`src/rtl/regfile_write_arbiter.sv`:
```
// rtl/regfile_write_arbiter.sv - round-robin arbiter for the regfile write port with a zero-clear sweep
module regfile_write_arbiter #(
    parameter int NREQ = 4,
    parameter int GW   = 2
) (
    input  logic                 Clk,
    input  logic                 Reset,
    input  logic [NREQ-1:0]      ReqValid,
    input  logic [5*NREQ-1:0]    ReqAddr,
    input  logic [32*NREQ-1:0]   ReqData,
    output logic [NREQ-1:0]      ReqReady,
    input  logic                 ClearReq,
    output logic [4:0]           WriteRegister,
    output logic [31:0]          WriteData,
    output logic                 RegWrite,
    output logic [GW-1:0]        GrantId,
    output logic                 InitDone
);

    typedef enum logic {
        S_CLEAR = 1'b0,
        S_RUN   = 1'b1
    } state_e;

    state_e         state_q, state_d;
    logic [4:0]     clr_addr_q, clr_addr_d;
    logic [GW-1:0]  last_grant_q, last_grant_d;
    logic [4:0]     wr_reg_q, wr_reg_d;
    logic [31:0]    wr_data_q, wr_data_d;
    logic           reg_write_q, reg_write_d;
    logic [GW-1:0]  grant_id_q, grant_id_d;
    logic           init_done_q, init_done_d;

    logic           grant_found;
    logic [GW-1:0]  grant_idx;
    logic [GW-1:0]  cand;
    logic [4:0]     sel_addr;
    logic [31:0]    sel_data;

    // Rotating priority: the search starts just past the last granted requester.
    always_comb begin
        grant_found = 1'b0;
        grant_idx   = '0;
        cand        = '0;
        ReqReady    = '0;
        if (state_q == S_RUN) begin
            for (int k = 0; k < NREQ; k++) begin
                cand = GW'((int'(last_grant_q) + 1 + k) % NREQ);
                if (!grant_found && ReqValid[cand]) begin
                    grant_found = 1'b1;
                    grant_idx   = cand;
                end
            end
            if (grant_found) begin
                ReqReady[grant_idx] = 1'b1;
            end
        end
    end

    always_comb begin
        sel_addr = '0;
        sel_data = '0;
        for (int i = 0; i < NREQ; i++) begin
            if (grant_idx == GW'(i)) begin
                sel_addr = ReqAddr[5*i +: 5];
                sel_data = ReqData[32*i +: 32];
            end
        end
    end

    always_comb begin
        state_d      = state_q;
        clr_addr_d   = clr_addr_q;
        last_grant_d = last_grant_q;
        wr_reg_d     = wr_reg_q;
        wr_data_d    = wr_data_q;
        reg_write_d  = 1'b0;
        grant_id_d   = grant_id_q;
        init_done_d  = init_done_q;
        case (state_q)
            S_CLEAR: begin
                reg_write_d = 1'b1;
                wr_reg_d    = clr_addr_q;
                wr_data_d   = '0;
                clr_addr_d  = clr_addr_q + 5'd1;
                if (clr_addr_q == 5'd31) begin
                    state_d     = S_RUN;
                    init_done_d = 1'b1;
                end
            end
            S_RUN: begin
                if (grant_found) begin
                    wr_reg_d     = sel_addr;
                    wr_data_d    = sel_data;
                    last_grant_d = grant_idx;
                    grant_id_d   = grant_idx;
                    // Writes to $0 complete the handshake but never reach the regfile.
                    reg_write_d  = (sel_addr != 5'd0);
                end
                if (ClearReq) begin
                    state_d     = S_CLEAR;
                    clr_addr_d  = 5'd1;
                    init_done_d = 1'b0;
                end
            end
            default: state_d = S_CLEAR;
        endcase
    end

    always_ff @(posedge Clk) begin
        if (Reset) begin
            state_q      <= S_CLEAR;
            clr_addr_q   <= 5'd1;
            last_grant_q <= GW'(NREQ - 1);
            wr_reg_q     <= '0;
            wr_data_q    <= '0;
            reg_write_q  <= 1'b0;
            grant_id_q   <= '0;
            init_done_q  <= 1'b0;
        end else begin
            state_q      <= state_d;
            clr_addr_q   <= clr_addr_d;
            last_grant_q <= last_grant_d;
            wr_reg_q     <= wr_reg_d;
            wr_data_q    <= wr_data_d;
            reg_write_q  <= reg_write_d;
            grant_id_q   <= grant_id_d;
            init_done_q  <= init_done_d;
        end
    end

    assign WriteRegister = wr_reg_q;
    assign WriteData     = wr_data_q;
    assign RegWrite      = reg_write_q;
    assign GrantId       = grant_id_q;
    assign InitDone      = init_done_q;

endmodule
```
`config.mk`:
```
export PLATFORM = sky130hd
export DESIGN_NAME = regfile_write_arbiter
export DESIGN_NICKNAME = d
export VERILOG_FILES = /design/src/rtl/regfile_write_arbiter.sv
export SDC_FILE = /design/constraint.sdc
export NUM_CORES = 1
export LEC_CHECK = 0
export ABC_AREA = 1
export CORE_MARGIN = 10
export CORE_UTILIZATION = 30
export DETAILED_ROUTE_END_ITERATION = 10
export PLACE_DENSITY = 0.76
export SYNTH_ARGS = -nofsm -noshare
export SYNTH_HDL_FRONTEND = slang
export SYNTH_SLANG_ARGS = --single-unit
```
`constraint.sdc`:
```
create_clock -name Clk -period 2.01 [get_ports Clk]
set_input_delay 0.402 -clock Clk [delete_from_list [all_inputs] [get_ports Clk]]
set_output_delay 0.402 -clock Clk [all_outputs]
set_load 0.05 [all_outputs]
```
==> results_dict.tcl <==
set metrics [dict create \
    setup_violations 44 \
    crit_path_start_kind "flop" \
    cts_hold_buf 0 \
    cts_tree "built" \
    rows 37 \
    clockBufferDepth 2 \
    drv_slew 0 \
    clockRootBuffer "clkbuf_8" \
    area_delta_synth_final_pct 100 \
    clk_pin_slew_ns 0.10 \
    critical_path.max_fanout 8 \
    cts-htree-levels 2 \
    portBuffers 199 \
    grt_pass1_vias 4562 \
    initial_core_util 0.309 \
    postRouteWirelength_um 16400 \
    synth_top_family_by_area "simple AND/OR/NAND/NOR gates" \
    die_w_um 123 \
    globalplace.congestion 0.922 \
    fp.dieArea_um2 15200 \
    grt_pass1_wl_um 23700 \
    min-delay-start "Reset" \
    fin_crit_sh 1.27 \
    antenna_found_initial 0 \
    dr.pass1.iters 5 \
    fin_tns_setup_ns -17.34 \
    status "complete, but fails checks" \
    setup.worst_path.end_class "output port" \
    min_path_type "input port to flop" \
    grt_remaining_overflow 0 \
    drtIter0Drc 386 \
    synth.distinct_cells 33 \
    drive_above_1_share 0.222 \
    final_util 0.619 \
    tightest_slew_ns 0.548 \
    synthMuxAreaShare 0 \
    crit_type "flop to output port" \
    fill_cells 929 \
    mappedNetlistArea_um2 3210 \
    post-route-min-period_ns 2.55 \
    multi_input_area_um2 2220 \
    antenna_left 0 \
    syn_nets 659 \
    final_area_um2 6420 \
    rrSetupSlack_ns -0.46 \
    yosysSeqAreaShare 0.306 \
    slew_headroom 0.633 \
    viasPerCell 5.12 \
    maxCapViolations 0 \
    fp.dieH_um 123 \
    synth_compound_area_frac 0.169 \
    worstReg2RegStart "last_grant_q[0]" \
    critPathRequiredTime_ns 1.61 \
    grt.total_usage 0.194 \
    p_per_area_nw_per_um2 335 \
    min_to "last_grant_q[1]" \
    finalNetCount 907 \
    p_leak_uw 0.00263 \
    finalHoldViolCount 0 \
    vias 4542 \
    grt_start_max_net_pins 43 \
    core_area_um2 10400 \
    seq_area_um2 986 \
    dp_hpwl_um 11700 \
    arrival_ns 2.15 \
    fmax_mhz 392 \
    numCtsBuffers 5 \
    pin_count 200 \
    clkLatencyLatePin_ns 0.31 \
    clock_skew_ns 0.00753 \
    synth_cells 502 \
    drc 0 \
    violations "negative setup slack" \
    ir_drop_uv 276 \
    yosys.area_share.adder 0.00780 \
    wire_per_inst_um 18.5 \
    worst_slack_ns -0.541 \
    n_antenna_cell 0 \
    rsz0062_at_grt "true" \
    synth-xor-area-share 0 \
    place_area_um2 5670 \
    yosysWarnings 0 \
    synth_simple_gate_area_frac 0.430 \
    cts_sinks 49 \
    hold_depth 3 \
    r2r_cells 20 \
    synth_seq_cells 49 \
    r2r_end "WriteData[3]" \
    syn_area_per_cell_um2 6.39 \
]
report_power, final:
group          internal (uW)  switching, uW  total, uW  leakage [uW]
Clock                    243            361        604     0.0000450
Sequential               982           10.0        992      0.000396
Combinational            350            201        551       0.00219
metrics by stage:
stage | hold slack (ns) | cells | worst slack, ns | power (uW)
after global routing | 0.411 | 887 | -0.636 | 2230
after CTS | 0.404 | 876 | -0.522 | 2120
final | 0.404 | 887 | -0.541 | 2150
after global placement | 0.451 | 848 | -0.660 | 1510
after floorplan | 0.456 | 502 | -0.138 | 1160
after detailed placement | 0.456 | 848 | -0.715 | 1520
worst max path at each step:
stage | start | end | slack [ns] | depth (start not counted)
finish | last_grant_q[0] | ReqReady[0] | -0.54 | 11
floorplan | last_grant_q[0] | RegWrite | -0.14 | 19
CTS | last_grant_q[0] | ReqReady[3] | -0.52 | 14
detailed placement | ReqValid[0] | RegWrite | -0.72 | 18
global route | last_grant_q[0] | ReqReady[3] | -0.64 | 14
global placement | ReqValid[0] | RegWrite | -0.66 | 18
flip-flops by register name, indices dropped and copies added, names as in the netlist:
| name | count |
|---|---|
| GrantId | 2 |
| state_q | 1 |
| WriteRegister | 5 |
| last_grant_q | 2 |
| RegWrite | 1 |
| WriteData | 32 |
| clr_addr_q | 5 |
| InitDone | 1 |
cells by family after synthesis:
logic type	Yosys count
adder cells (fa/ha/maj)	2
AND/OR/NAND/NOR	301
flip-flops	49
AO/OA/AOI/OAI	91
buffers and inverters	59
cell usage after synthesis, drive strengths merged:
cell type,instances,share of area
inv,27,0.032
buf,18,0.039
or2,1,0.0020
nand3,52,0.091
nor3,4,0.0062
a21oi,28,0.044
nand2,151,0.19
o22ai,6,0.012
nand4,22,0.043
a31oi,4,0.0078
dfxtp,49,0.31
o211ai,14,0.033
o21ai,24,0.037
a211oi,1,0.0023
ha,2,0.0078
nor2,71,0.096
clkbuf,14,0.017
a22oi,14,0.033
critical path, cell delays in order, from the launching register on:
cell     delay [ns]
dfxtp_4        0.43
buf_6          0.13
nand2_1        0.05
nand2_1        0.08
nand2_1        0.07
nand2_2        0.12
buf_4          0.13
nand4_1        0.20
nand2_2        0.17
inv_4          0.06
nor3_4         0.24
buf_12         0.17
cells in the final DEF (no fill, tap or decap), types with 4 or more instances in the layout:
master and count:
dfxtp_1 47, nand3_1 45, o22ai_2 5, clkdlybuf4s50_1 190
nand2_4 15, buf_12 12, o211ai_1 14, a21oi_1 26
nand2_1 119, nand4_1 22, clkbuf_8 5, o21ai_1 4
buf_6 12, buf_4 47, nor2_1 48, nand2_2 15
o21ai_0 18, nor2_4 4, dlygate4sd2_1 4, a31oi_1 4
inv_1 21, nand3_4 4, nor2_2 18, a22oi_1 14
timing repair:
item | 4_1_cts | 5_1_grt
pin swaps | 23 | 40
setup endpoints to repair | 43 | 45
gates cloned | 2 | 4
resized for setup | 41 | 58
buffers inserted | 19 | 7
area by class of cell:
cell class,count,area share
Timing Repair Buffer,273,0.442
Clock buffer,6,0.0113
Tap cell,136,0.0265
Sequential cell,49,0.154
Clock inverter,2,0.00156
Multi-Input combinational cell,394,0.346
Inverter,27,0.0193
layer usage:
layer / up-vias / share of wire / track usage
met3: 30 / 0.091 / 0.0638
met2: 203 / 0.50 / 0.340
met1: 2116 / 0.39 / 0.221
met5: - / 0 / 0
met4: 0 / 0.021 / 0.0488
li1: 2193 / - / -
No activity file was read; power rests on OpenSTA's default activity.
